File: src/rtl/mem_access_unit.sv
// MEM-stage load/store unit. It turns byte-addressed byte, half and word requests into
// word accesses on a memory that writes on its strobe edge and reads combinationally.
module mem_access_unit #(
    parameter int MEM_WORDS = 1024
) (
    input  logic        clk,
    input  logic        rst_n,
    input  logic        req_valid,
    output logic        req_ready,
    input  logic        req_wr,
    input  logic [1:0]  req_size,
    input  logic        req_signed,
    input  logic [31:0] req_addr,
    input  logic [31:0] req_wdata,
    output logic        resp_valid,
    output logic        resp_err,
    output logic [31:0] resp_rdata,
    output logic [31:0] mem_addr,
    output logic [31:0] mem_wdata,
    output logic        mem_wr,
    input  logic [31:0] mem_rdata
);

    typedef enum logic [2:0] {
        IDLE, LOAD, RMW_RD, WR_SETUP, WR_PULSE, WR_HOLD, RESP
    } state_t;

    state_t      state, state_nxt;
    logic [1:0]  size_r;
    logic [1:0]  lane_r;
    logic        signed_r;
    logic [31:0] wdata_r;
    logic        accept;
    logic        req_bad;

    function automatic logic req_error(input logic [31:0] addr, input logic [1:0] size);
        logic bad;
        bad = 1'b0;
        case (size)
            2'b00:   bad = 1'b0;
            2'b01:   bad = addr[0];
            2'b10:   bad = (addr[1:0] != 2'b00);
            default: bad = 1'b1;
        endcase
        if ({2'b00, addr[31:2]} >= 32'(MEM_WORDS))
            bad = 1'b1;
        return bad;
    endfunction

    function automatic logic [31:0] load_extract(input logic [31:0] word, input logic [1:0] lane,
                                                 input logic [1:0] size, input logic sgn);
        logic [7:0]  b;
        logic [15:0] h;
        logic [31:0] res;
        b = word[{lane, 3'b000} +: 8];
        h = lane[1] ? word[31:16] : word[15:0];
        case (size)
            2'b00:   res = sgn ? {{24{b[7]}}, b} : {24'h0, b};
            2'b01:   res = sgn ? {{16{h[15]}}, h} : {16'h0, h};
            default: res = word;
        endcase
        return res;
    endfunction

    // Replace only the addressed lane(s); the rest of the old word passes through untouched.
    function automatic logic [31:0] store_merge(input logic [31:0] old, input logic [31:0] wd,
                                                input logic [1:0] lane, input logic [1:0] size);
        logic [31:0] res;
        res = old;
        case (size)
            2'b00: res[{lane, 3'b000} +: 8] = wd[7:0];
            2'b01: begin
                if (lane[1])
                    res[31:16] = wd[15:0];
                else
                    res[15:0] = wd[15:0];
            end
            default: res = wd;
        endcase
        return res;
    endfunction

    assign req_ready = (state == IDLE);
    assign accept    = req_valid & req_ready;
    assign req_bad   = req_error(req_addr, req_size);

    always_comb begin
        state_nxt = state;
        case (state)
            IDLE: begin
                if (accept) begin
                    if (req_bad)
                        state_nxt = RESP;
                    else if (!req_wr)
                        state_nxt = LOAD;
                    else if (req_size == 2'b10)
                        state_nxt = WR_SETUP;
                    else
                        state_nxt = RMW_RD;
                end
            end
            LOAD:     state_nxt = RESP;
            RMW_RD:   state_nxt = WR_SETUP;
            WR_SETUP: state_nxt = WR_PULSE;
            WR_PULSE: state_nxt = WR_HOLD;
            WR_HOLD:  state_nxt = RESP;
            RESP:     state_nxt = IDLE;
            default:  state_nxt = IDLE;
        endcase
    end

    // Strobe and response are decoded from the next state so both leave a flop cleanly.
    always_ff @(posedge clk or negedge rst_n) begin
        if (!rst_n) begin
            state      <= IDLE;
            size_r     <= 2'b00;
            lane_r     <= 2'b00;
            signed_r   <= 1'b0;
            wdata_r    <= 32'h0;
            resp_valid <= 1'b0;
            resp_err   <= 1'b0;
            resp_rdata <= 32'h0;
            mem_addr   <= 32'h0;
            mem_wdata  <= 32'h0;
            mem_wr     <= 1'b0;
        end else begin
            state      <= state_nxt;
            resp_valid <= (state_nxt == RESP);
            mem_wr     <= (state_nxt == WR_PULSE);
            case (state)
                IDLE: begin
                    if (accept) begin
                        size_r   <= req_size;
                        lane_r   <= req_addr[1:0];
                        signed_r <= req_signed;
                        wdata_r  <= req_wdata;
                        if (req_bad) begin
                            resp_err   <= 1'b1;
                            resp_rdata <= 32'h0;
                        end else begin
                            mem_addr <= {2'b00, req_addr[31:2]};
                            if (req_wr && req_size == 2'b10)
                                mem_wdata <= req_wdata;
                        end
                    end
                end
                LOAD: begin
                    resp_err   <= 1'b0;
                    resp_rdata <= load_extract(mem_rdata, lane_r, size_r, signed_r);
                end
                RMW_RD: mem_wdata <= store_merge(mem_rdata, wdata_r, lane_r, size_r);
                WR_HOLD: begin
                    resp_err   <= 1'b0;
                    resp_rdata <= 32'h0;
                end
                default: ;
            endcase
        end
    end

endmodule

File: config.mk
export PLATFORM = sky130hd
export DESIGN_NAME = mem_access_unit
export DESIGN_NICKNAME = d
export VERILOG_FILES = /design/src/rtl/mem_access_unit.sv
export SDC_FILE = /design/constraint.sdc
export NUM_CORES = 1
export LEC_CHECK = 0
export CORE_MARGIN = 3
export CORE_UTILIZATION = 47
export CTS_CLUSTER_SIZE = 12
export DETAILED_ROUTE_END_ITERATION = 10
export PLACE_DENSITY = 0.8
export SYNTH_ARGS = -nofsm -noshare
export SYNTH_HDL_FRONTEND = slang
export SYNTH_SLANG_ARGS = --single-unit
File: constraint.sdc
create_clock -name clk -period 2.4 [get_ports clk]
set_input_delay 0.72 -clock clk [delete_from_list [all_inputs] [get_ports clk]]
set_output_delay 0.72 -clock clk [all_outputs]
set_load 0.02 [all_outputs]
## Word-level counts from Yosys, hierarchy flattened

Cells that the tools add are included.

- $add $sub $neg: 1
- Magnitude comparators: 1
- Equal/unequal tests: 14
- Shifts and indexed selects: 3
- Muxes and demuxes: 25
- Bitwise gates (word level): 2
- Reductions and logical operators: 14

Operators by type and width:

| kind | count |
|---|---|
| $mux 32 | 7 |
| $pmux 32 s2 | 3 |
| $pmux 32 s3 | 1 |
| $mux 16 | 3 |
| $bwmux 32 | 1 |
| $shift 8x7->32 const A | 1 |
| $shiftx 32x6->8 | 1 |
| $shiftx 8x7->32 | 1 |
| $ge 30x11->1 const B | 1 |
| $pmux 3 s5 | 1 |
| $eq 3x3->1 const B | 4 |
| $reduce_and 3->1 | 3 |
| $neg 5->7 | 1 |
| $eq 3x2->1 const B | 2 |
| $mux 3 | 2 |
| $ne 2x1->1 const B | 3 |
| $reduce_bool 2->1 | 3 |
| $eq 2x1->1 const B | 2 |
| $logic_not 2->1 | 2 |
| $mux 1 | 4 |
| $reduce_and 4->1 | 1 |
| $eq 3x1->1 const B | 1 |
| $logic_not 3->1 | 1 |
| $pmux 1 s3 | 1 |
| 10 further kinds | 10 |

- Register bits: 137
- Input port bits: 103
- Output and inout port bits: 100
- Logic and storage cells: 71

## Depth between registers and ports, before layout

- Depth in word-level cells: 7
- Gate-level depth with buffers: 8
- Gate-level depth less buffers: 7

## Least setup slack after synthesis

Ideal clock, no wire load.

- Path kind: input to register
- Start point: in req_addr[12]
- End point: reg mem_wdata[10]
- Setup time: 0.126 ns
- Arrival time: 2.123 ns
- Required time: 2.274 ns
- Path slack: 0.151 ns
- Stages: 6
- Path buffers: 1
- Path through: nor4_1 -> o211ai_1 -> o31a_1 -> nand2b_4 -> buf_6 -> a221o_1

- Longest elaborated chain between the ends: 4

Ends and longest elaborated chain:

| what | RTL line | source |
|---|---|---|
| start: declaration | 13 | `input logic [31:0] req_addr,` |
| $ge 30x11->1 | 45 | `if ({2'b00, addr[31:2]} >= 32'(MEM_WORDS))` |
| $mux 1 | 45 |  |
| $ne 2x2->1 (no source line) | -- |  |
| $reduce_and 4->1 (no source line) | -- |  |
| end signal: assignment | 143 | `mem_wdata <= req_wdata;` |
| end signal: assignment | 151 | `RMW_RD: mem_wdata <= store_merge(mem_rdata, wdata_r, lane_r, size_r);` |
| end: declaration | 19 | `output logic [31:0] mem_wdata,` |

No other way between the ends.
A chain may end at the register's enable or synchronous reset.

## Worst setup path in the final report

- Start point: in req_addr[19]
- End point: reg mem_wdata[19]

Same word-level chain as after synthesis.

==> impl_metrics.yaml <==
status:
  status: "finished, final reports clean"
hold_path:
  hold_path_class: "in -> async"
logic_synthesis:
  synth-edff-count: 0
  yosysSeqAreaShare: 0.5172
  synth.distinct_cells: 49
  synth_top_area_share: 0.5172
  synth_top_area_cell: "dfrtp_1"
  netlist_area_mm2: 0.006629
  synth_ff_type: "dfrtp_1"
  avgSynthCellArea_um2: 11.10
  synth_cells: 597
  ys_ff_latch: 137
  yosysWarnings: 0
  yosys-top-cells-area: "dfrtp_1 (52%), mux2_2 (7.6%), a221o_1 (3.6%)"
  async_flop_share: 1.000
routing:
  drtIter0Drc: 652
  drt-pass1-iter-count: 5
  drt-vias-per-instance: 5.966
  via_count: 6008
  drc: 0
  postRouteAntennaNets: 0
  totalWireLength_um: 21530
  wire_per_inst_um: 21.38
timing:
  max_slew_margin: 0.4701
  fin_skew_ps: 10.58
  setup_violations: 0
  clock.fmax_mhz: 423.7
  finalCriticalPeriod_ps: 2360
  worst_pin_slew_ps: 794.9
  final_hold_viol_count: 0
  finalCritPeriodShare: 0.9834
  final_max_slew_viol_count: 0
  grt_setup_unrepaired: "yes"
power:
  max-vdd-ir-drop_mv: 0.6869
  combPwrFrac: 0.466
  switching_power_mw: 4.803
  intPower_mw: 7.136
  p_leak_nw: 4.118
  p_seq_frac: 0.324
  p_total_mw: 11.94
  power_density_mw_per_mm2: 1234
  switching_share: 0.4023
  clockPowerShare: 0.210
clocking:
  cts_tree: "done"
  hold_buffers: 0
  clockBufferDepth: 2
  clkTransAtPathRegs_ps: 60
  worstSkewPairLatency_ps: 420
  clock-sinks: 137
  cts_htree_levels: 4
  cts_root_buf: "clkbuf_16"
  cts_buffers: 17
grt:
  grt_pass1_vias: 6131
  grtUsageTotal: 0.2752
  gr-total-overflow: 0
  antenna_found_initial: 0
  grt_pass1_wl_um: 34120
  grt_start_max_net_pins: 59
worst_setup_path:
  cpLargestDelayFamily: "simple AND/OR/NAND/NOR gates"
  crit_path_start: "req_addr[19]"
  endpoint_kind: "register"
  worstPathArrival_ps: 2680
  crit_buf_inv: 2
  slowest_delay_ps: 460
  path_max_fanout: 22
  cp-start-kind: "input port"
  path_class: "in -> reg"
  critPathRequiredTime_ps: 2720
  slowest_stage: "clkdlybuf4s50_1"
  crit_chain: "clkdlybuf4s50_1, nor4_4, nand3_1, o31a_1, nand2b_4, buf_12, o31ai_2"
  r2r_start: "lane_r[0]"
job:
  max-cap-violations: 0
placement:
  placed_area_mm2: 0.009071
  dp_hpwl_um: 16040
  gp_congestion: 0.9580
  portBuffers: 200
final_layout:
  layout.nets: 926
  final_common_cell: "clkdlybuf4s50_1"
  multi_input_area_mm2: 0.003009
  design_area_mm2: 0.009678
  antenna_cells: 0
  finish.utilization: 0.7166
  nFillCells: 936
  drive_gt1_frac: 0.1733
  layout_common_cells: "clkdlybuf4s50_1 (198), dfrtp_1 (137), mux2_2 (45), nor2_1 (40), buf_4 (40)"
  area_growth_pct: 46.00
  regArea_mm2: 0.003428
floorplanning:
  io_pins: 203
  fp.dieW_um: 124.8
  die-area_mm2: 0.01557
  dieHeight_um: 124.8
  num_rows: 42
  initial_core_util: 0.4908
  core_area_mm2: 0.01351
==> power groups by stage <==
stage	sequential, mW	combinational (mW)	clock [mW]
final	3.87	5.56	2.51
after global routing	3.96	5.97	2.66
after global placement	3.83	5.36	0
after detailed placement	3.86	5.51	0
after floorplan	4.18	2.79	0
after CTS	3.84	5.54	2.55
==> synthesized netlist by cell type (2+ instances only) <==
cell      number
nand2b_1      19
ha_1           5
o21ai_1        2
or2_2          2
buf_2         15
o211ai_1       2
buf_1          3
clkbuf_1      23
nor2b_1       22
a221oi_1      19
and2_1         8
o22ai_1        5
nand3_1        4
nor4_2         3
nand2_1       33
nor2_1        40
inv_1         10
a21oi_1       36
a22o_1        20
o21ai_0       35
mux2i_1       12
mux2_2        45
o31ai_1       32
buf_4          2
a211oi_1       3
dfrtp_1      137
a21o_1         6
nor4_1         2
a221o_1       24
nor3_1         5
mux4_2         5
==> per-stage QoR <==
step	instances	hold WS, ps	TNS [ps]	worst slack [ps]
final	1007	278.8	0	39.80
after global routing	1007	306.2	-527.2	-52.04
after CTS	1007	284.8	0	37.46
after detailed placement	975	474.9	-23680	-360.4
after global placement	975	468.6	-20270	-359.2
after floorplan	598	424.4	0	151.3
==> worst paths after layout <==
path                       slack (ps)              to  cells after the start
setup / recovery                   40   mem_wdata[19]                      7
hold / removal                    280     wdata_r[29]                      1
setup reg to reg                  130    mem_wdata[4]                      7
hold reg to reg                   490   resp_rdata[0]                      2
max in group asynchronous        1500  resp_rdata[23]                      2
min in group clk                  490   resp_rdata[0]                      2
==> timing repair <==
item                       in CTS  in global routing
resized for setup               1                  6
setup buffers                   0                  0
hold endpoints to repair        0                  0
pin swaps                       0                  2
setup endpoints to repair       1                 19
==> logic make-up after synthesis <==
group	Yosys count	share of synthesized area
compound gates	189	0.2040
simple gates	148	0.1208
flops	137	0.5172
mux	62	0.1116
other cells	1	0.0005657
buf+inv	55	0.03643
fa+ha+maj	5	0.009438
==> cell type report <==
cell class	count	share of cell area
inverters	10	0.003878
clock inverters	14	0.01448
flip-flops and latches	137	0.3542
repair buffers	246	0.2494
multi-input cells	406	0.3109
well taps	176	0.02275
clock buffers	18	0.04434
==> registers in the layout (all words and copies together), names as in the netlist <==
signal and cells:
mem_addr 30, resp_err 1, resp_rdata 32, size_r 2, mem_wr 1, state 3, wdata_r 32, lane_r 2
resp_valid 1, signed_r 1, mem_wdata 32
==> per-layer routing <==
layer / wire, µm / up-vias / global-route usage / share of wire
li1: - / 2657 / - / -
met1: 8958 / 2967 / 0.3721 / 0.42
met2: 10210 / 331 / 0.4338 / 0.47
met3: 1549 / 53 / 0.05446 / 0.072
met4: 821 / 0 / 0.1167 / 0.038
met5: 0 / - / 0 / 0
Note: power is estimated with default switching activity, not from simulation.
